===== src/rtl/meter_pkg.sv =====
// Shared types and constants for the tick period meter.
package meter_pkg;

    typedef enum logic [1:0] {
        IDLE  = 2'd0,
        COUNT = 2'd1,
        SAT   = 2'd2
    } meter_state_t;

    localparam int unsigned BIT_SIZE_DEFAULT = 28;

    // All-ones value of a w-bit field, returned right-aligned in 64 bits.
    function automatic logic [63:0] all_ones(input int unsigned w);
        if (w >= 64) begin
            return {64{1'b1}};
        end else begin
            return (64'd1 << w) - 64'd1;
        end
    endfunction

endpackage


===== src/rtl/sat_up_counter.sv =====
// Up-counter with synchronous clear, load-of-one and saturation at all-ones.
module sat_up_counter
    import meter_pkg::*;
#(
    parameter int unsigned W = BIT_SIZE_DEFAULT
) (
    input  logic         clk,
    input  logic         rst,
    input  logic         i_clear,
    input  logic         i_load1,
    input  logic         i_inc,
    output logic [W-1:0] o_cnt,
    output logic         o_at_max
);

    localparam logic [W-1:0] CNT_MAX = W'(all_ones(W));

    logic [W-1:0] r_cnt;

    // Clear has priority over load, load over increment; increment stops at all-ones.
    always_ff @(posedge clk or negedge rst) begin
        if (!rst) begin
            r_cnt <= '0;
        end else if (i_clear) begin
            r_cnt <= '0;
        end else if (i_load1) begin
            r_cnt <= W'(1);
        end else if (i_inc && (r_cnt != CNT_MAX)) begin
            r_cnt <= r_cnt + W'(1);
        end else begin
            r_cnt <= r_cnt;
        end
    end

    assign o_cnt    = r_cnt;
    assign o_at_max = (r_cnt == CNT_MAX);

endmodule


===== src/rtl/tick_period_meter.sv =====
// Measures clk cycles between successive tick strobes; results leave on a valid/ready port.
module tick_period_meter
    import meter_pkg::*;
#(
    parameter int unsigned BIT_SIZE = BIT_SIZE_DEFAULT
) (
    input  logic                clk,
    input  logic                rst,
    input  logic                ena,
    input  logic                tick,
    output logic [BIT_SIZE-1:0] period,
    output logic                ovf,
    output logic                valid,
    input  logic                ready,
    output logic                drop
);

    meter_state_t        r_state;
    meter_state_t        w_state_nxt;
    logic [BIT_SIZE-1:0] w_cnt;
    logic                w_at_max;
    logic                w_clear;
    logic                w_load1;
    logic                w_inc;
    logic                w_cap;
    logic                w_cap_ovf;
    logic                w_xfer;

    sat_up_counter #(
        .W (BIT_SIZE)
    ) u_cnt (
        .clk      (clk),
        .rst      (rst),
        .i_clear  (w_clear),
        .i_load1  (w_load1),
        .i_inc    (w_inc),
        .o_cnt    (w_cnt),
        .o_at_max (w_at_max)
    );

    // Next-state and counter control; a tick while the count sits at all-ones in COUNT is an exact fit.
    always_comb begin
        w_state_nxt = r_state;
        w_clear     = 1'b0;
        w_load1     = 1'b0;
        w_inc       = 1'b0;
        w_cap       = 1'b0;
        w_cap_ovf   = 1'b0;
        if (!ena) begin
            w_state_nxt = IDLE;
            w_clear     = 1'b1;
        end else begin
            case (r_state)
                IDLE: begin
                    if (tick) begin
                        w_load1     = 1'b1;
                        w_state_nxt = COUNT;
                    end else begin
                        w_clear     = 1'b1;
                    end
                end
                COUNT: begin
                    if (tick) begin
                        w_cap   = 1'b1;
                        w_load1 = 1'b1;
                    end else if (w_at_max) begin
                        w_state_nxt = SAT;
                    end else begin
                        w_inc = 1'b1;
                    end
                end
                SAT: begin
                    if (tick) begin
                        w_cap       = 1'b1;
                        w_cap_ovf   = 1'b1;
                        w_load1     = 1'b1;
                        w_state_nxt = COUNT;
                    end else begin
                        w_state_nxt = SAT;
                    end
                end
                default: begin
                    w_state_nxt = IDLE;
                    w_clear     = 1'b1;
                end
            endcase
        end
    end

    assign w_xfer = valid && ready;

    // FSM state register.
    always_ff @(posedge clk or negedge rst) begin
        if (!rst) begin
            r_state <= IDLE;
        end else begin
            r_state <= w_state_nxt;
        end
    end

    // Result register: a capture is dropped only when the held result cannot leave this cycle.
    always_ff @(posedge clk or negedge rst) begin
        if (!rst) begin
            period <= '0;
            ovf    <= 1'b0;
            valid  <= 1'b0;
            drop   <= 1'b0;
        end else begin
            drop <= w_cap && valid && !ready;
            if (w_cap && (!valid || ready)) begin
                period <= w_cnt;
                ovf    <= w_cap_ovf;
                valid  <= 1'b1;
            end else if (w_xfer) begin
                valid  <= 1'b0;
            end else begin
                valid  <= valid;
            end
        end
    end

endmodule

===== config.mk =====
export PLATFORM = sky130hd
export DESIGN_NAME = tick_period_meter
export DESIGN_NICKNAME = d
export VERILOG_FILES = /design/src/rtl/meter_pkg.sv /design/src/rtl/sat_up_counter.sv /design/src/rtl/tick_period_meter.sv
export SDC_FILE = /design/constraint.sdc
export NUM_CORES = 1
export LEC_CHECK = 0
export CAP_MARGIN = 20
export CORE_AREA = 2 2 93 117
export DETAILED_ROUTE_END_ITERATION = 10
export DIE_AREA = 0 0 95 119
export GPL_ROUTABILITY_DRIVEN = 0
export PLACE_DENSITY = 0.6
export SYNTH_ARGS = -nofsm -noshare
export SYNTH_HDL_FRONTEND = slang
export SYNTH_SLANG_ARGS = --single-unit
export TNS_END_PERCENT = 10

===== constraint.sdc =====
create_clock -name clk -period 1.9 [get_ports clk]
set_input_delay 0.38 -clock clk [delete_from_list [all_inputs] [get_ports clk]]
set_output_delay 0.38 -clock clk [all_outputs]
set_load 0.02 [all_outputs]

==> summary.txt <==
STA
  • Post-layout minimum cycle time: 2070 ps
  • Hold Violations, Final: 0
  • Max Fclk: 484 MHz
  • Final Setup Violations: 27
  • Clock Skews: 6.67 ps
  • RSZ-0062 raised after global routing: yes
  • Tcrit/Tclk final: 109%
  • Final setup margin: -167 ps
  • Worst-Margin Slew: ~710 ps
  • Final Slew Violations: 0
  • Worst slew margin: 52.5%

Synthesis
  • Synth Net Count: 270
  • Synth warn: 0
  • Post-synth EDFFs: 0
  • Register bit total from synthesis: 61
  • Sequential share of the synthesized area: between 50% and 60%
  • Top cell type's share of synthesized area: between 50% and 60%
  • Post-Synthesis Cells: 260
  • Synth unique cells: 47
  • Post-Syn Area: 0.00300 sq mm
  • Cell taking the most area after synthesis: dfrtp_1
  • Top post-synthesis cells by count: dfrtp_1 (61), mux2_2 (30), a21oi_1 (19), nor2_1 (14)
  • Count leader, synth: dfrtp_1
  • Synth area leaders: dfrtp_1 (51%), mux2_2 (11%), a21oi_1 (3.2%)
  • Average size of a mapped cell: roughly 12 sq um
  • Prevailing post-synth register cell: dfrtp_1
  • Fraction of registers with async set/reset: 100%

Worst setup path
  • Slowest-stage cell, CP: or3_4
  • Kind of critical path: flip-flop to flip-flop
  • CP endpoint kind: flip-flop
  • CP required: approximately 2100 ps
  • Worst r2r path cells: 9
  • CP Launch Type: flip-flop
  • Critical Path AT: 2300 ps
  • Crit-path cells: ha_4, nand4_4, or3_4, buf_8, o311ai_4, buf_6, buf_6, xnor2_2, nor2_1
  • Critical path's largest stage delay: between 400 and 500 ps
  • Crit-path most repeated cell: buf_6
  • CP Max Fanout: 6

Floorplan
  • IO Count: 36
  • Core ar.: around 0.010 sq mm
  • Die area: 0.0113 sq mm
  • DIE HEIGHT: about 120 um
  • Width of the die: between 90 and 100 um
  • Row count: 42
  • Initial Util: between 20% and 30%

CTS
  • H-tree depth: 3
  • CTS Sinks: 61
  • Clock latency on the worst-skew pair: 340 ps
  • TritonCTS clock tree: yes
  • Max clock buf depth: 2
  • Clock-pin slew on the worst setup and hold paths: approximately 50 ps
  • Root Buffer: clkbuf_16
  • Num CTS Buffers: 9

Place
  • Post-Place Worst Slack: -415 ps
  • PortBufs: 35
  • Post-DP HPWL: 4710 um
  • DP Area: approximately 0.0038 sq mm

Route
  • Drt drc: 0
  • Final WL: about 6800 um
  • Final ANT Viol Nets: 0
  • Drt pass-1 iters: 4
  • Vias after detailed routing: 2380
  • Vias per inst: roughly 4.9
  • DR iter-0 viols: 102
  • DR WL/cell: approximately 14 um

Pwr
  • Worst IR Drop VDD: approximately 0.65 mV
  • P_leak: 0.00185 uW
  • PD cells: roughly 840 mW/mm^2

Run
  • Max-cap violations: 0

GRT
  • Largest net degree at the start of global routing: 62
  • First-pass GRT wire length: roughly 12000 um
  • Grt ovf: 0
  • Initial antenna violation count: 0
  • Vias in the first global route: approximately 2.4k
  • Total global routing track utilization: ~13%

Run status
  • Status: finished, violations left
  • Failing checks: negative setup slack

Cells and area
  • Share of cells above drive strength 1: 37.1%
  • Finished Cell Area: between 0.004 and 0.005 sq mm
  • Final Core Density: 41.9%
  • Nets@finish: roughly 360
  • Antenna diodes: 0
  • Area growth from synthesis to layout: 44.4%

Worst hold path
  • Worst Hold Class: input port to async pin
worst paths after layout:
| kind | slack (ps) | endpoint | from |
|---|---|---|---|
| worst max-delay path | -170 | u_cnt.o_cnt[11]$_DFFE_PN0P_ | u_cnt.o_cnt[0]$_DFFE_PN0P_ |
| worst min-delay path | 40 | period[23]$_DFFE_PN0P_ | rst |
| worst max register to register | -170 | u_cnt.o_cnt[11]$_DFFE_PN0P_ | u_cnt.o_cnt[0]$_DFFE_PN0P_ |
| worst min register to register | 500 | period[5]$_DFFE_PN0P_ | period[5]$_DFFE_PN0P_ |
| max in group asynchronous | 1570 | period[8]$_DFFE_PN0P_ | rst |
| min in group clk | 500 | period[5]$_DFFE_PN0P_ | period[5]$_DFFE_PN0P_ |
state kept, by name (all words and copies together) (netlist names):
| name | flops |
|---|---|
| drop | 1 |
| u_cnt.o_cnt | 28 |
| ovf | 1 |
| valid | 1 |
| period | 28 |
| r_state | 2 |
stage by stage:
step	TNS, ps	hold WS, ps	total power (uW)	std cells
2_1_floorplan	-558	84.4	1730	260
3_3_place_gp	-13100	423	1940	465
3_5_place_dp	-13650	430	1950	465
4_1_cts	-843	68.7	3650	483
5_1_grt	-4990	96.6	3820	488
6_report	-2090	40.5	3650	488
cell usage in the layout, fill, tap and decap left out, types with 2 or more instances in the layout:
cell	netlist	final
o21ai_0	9	8
dfrtp_1	61	61
buf_6	3	2
a21oi_1	19	18
o21ai_1	5	5
nor3_1	3	3
buf_12	1	4
and4_1	3	3
a21oi_2	3	4
clkdlybuf4s50_1	0	34
nor4_1	3	3
xor2_1	3	3
buf_4	0	51
inv_1	5	4
nand2_1	12	12
clkbuf_8	0	2
ha_4	0	3
mux2i_1	2	2
clkinvlp_4	0	2
ha_1	5	2
o31ai_1	5	4
xnor2_1	7	6
and3_1	3	3
nand4_1	4	4
or3_1	12	12
nand3_2	1	3
or2_2	2	2
or4_1	6	6
nand3_1	11	9
mux2_2	30	30
clkbuf_16	0	9
nand2b_1	2	2
nor2_1	14	13
where the power goes:
| part | switching (uW) | internal [uW] |
|---|---|---|
| clock | 585 | 1080 |
| sequential | 32.4 | 1350 |
| combinational | 304 | 301 |
repair_timing:
action | in CTS | in global routing
gates cloned | 0 | 0
pin swaps | 2 | 6
hold buffers | 0 | 0
endpoints found under the setup margin | 27 | 57
buffers inserted | 2 | 5
gates resized for setup | 5 | 19
kinds of logic after synthesis:
kind of cell | after synthesis | synth area share, %
DFF | 61 | 50.8
AOI/OAI and AO/OA | 50 | 11.4
buffers and inverters | 18 | 3.79
and+or+nand+nor | 84 | 17.1
xor gates and xnor gates | 10 | 2.92
muxes | 32 | 11.9
adders and majority gates | 5 | 2.08
area by class of cell:
class / count / area [sq um]
clock inverter: 5 / 58.8
inverter: 5 / 18.8
timing repair buffer: 93 / 846
tap: 132 / 165
multi-input combinational: 181 / 1470
fill: 971 / 6020
sequential: 61 / 1530
clock buffer: 11 / 253
critical path, delay by kind of cell, from the launching register on:
kind                     cells  cell delay, ps
AO/OA/AOI/OAI                1             350
XOR/XNOR                     1              90
adder cells (fa/ha/maj)      1             160
buffers and inverters        3             400
flip-flops                   1             390
AND/OR/NAND/NOR              3             570
layer usage:
metal	GRT usage, %	routed length, um
met1	16.3	2920
met5	0	0
met4	8.33	203
met3	3.04	241
met2	21.4	3420
Power figures use the tool's default switching activity.
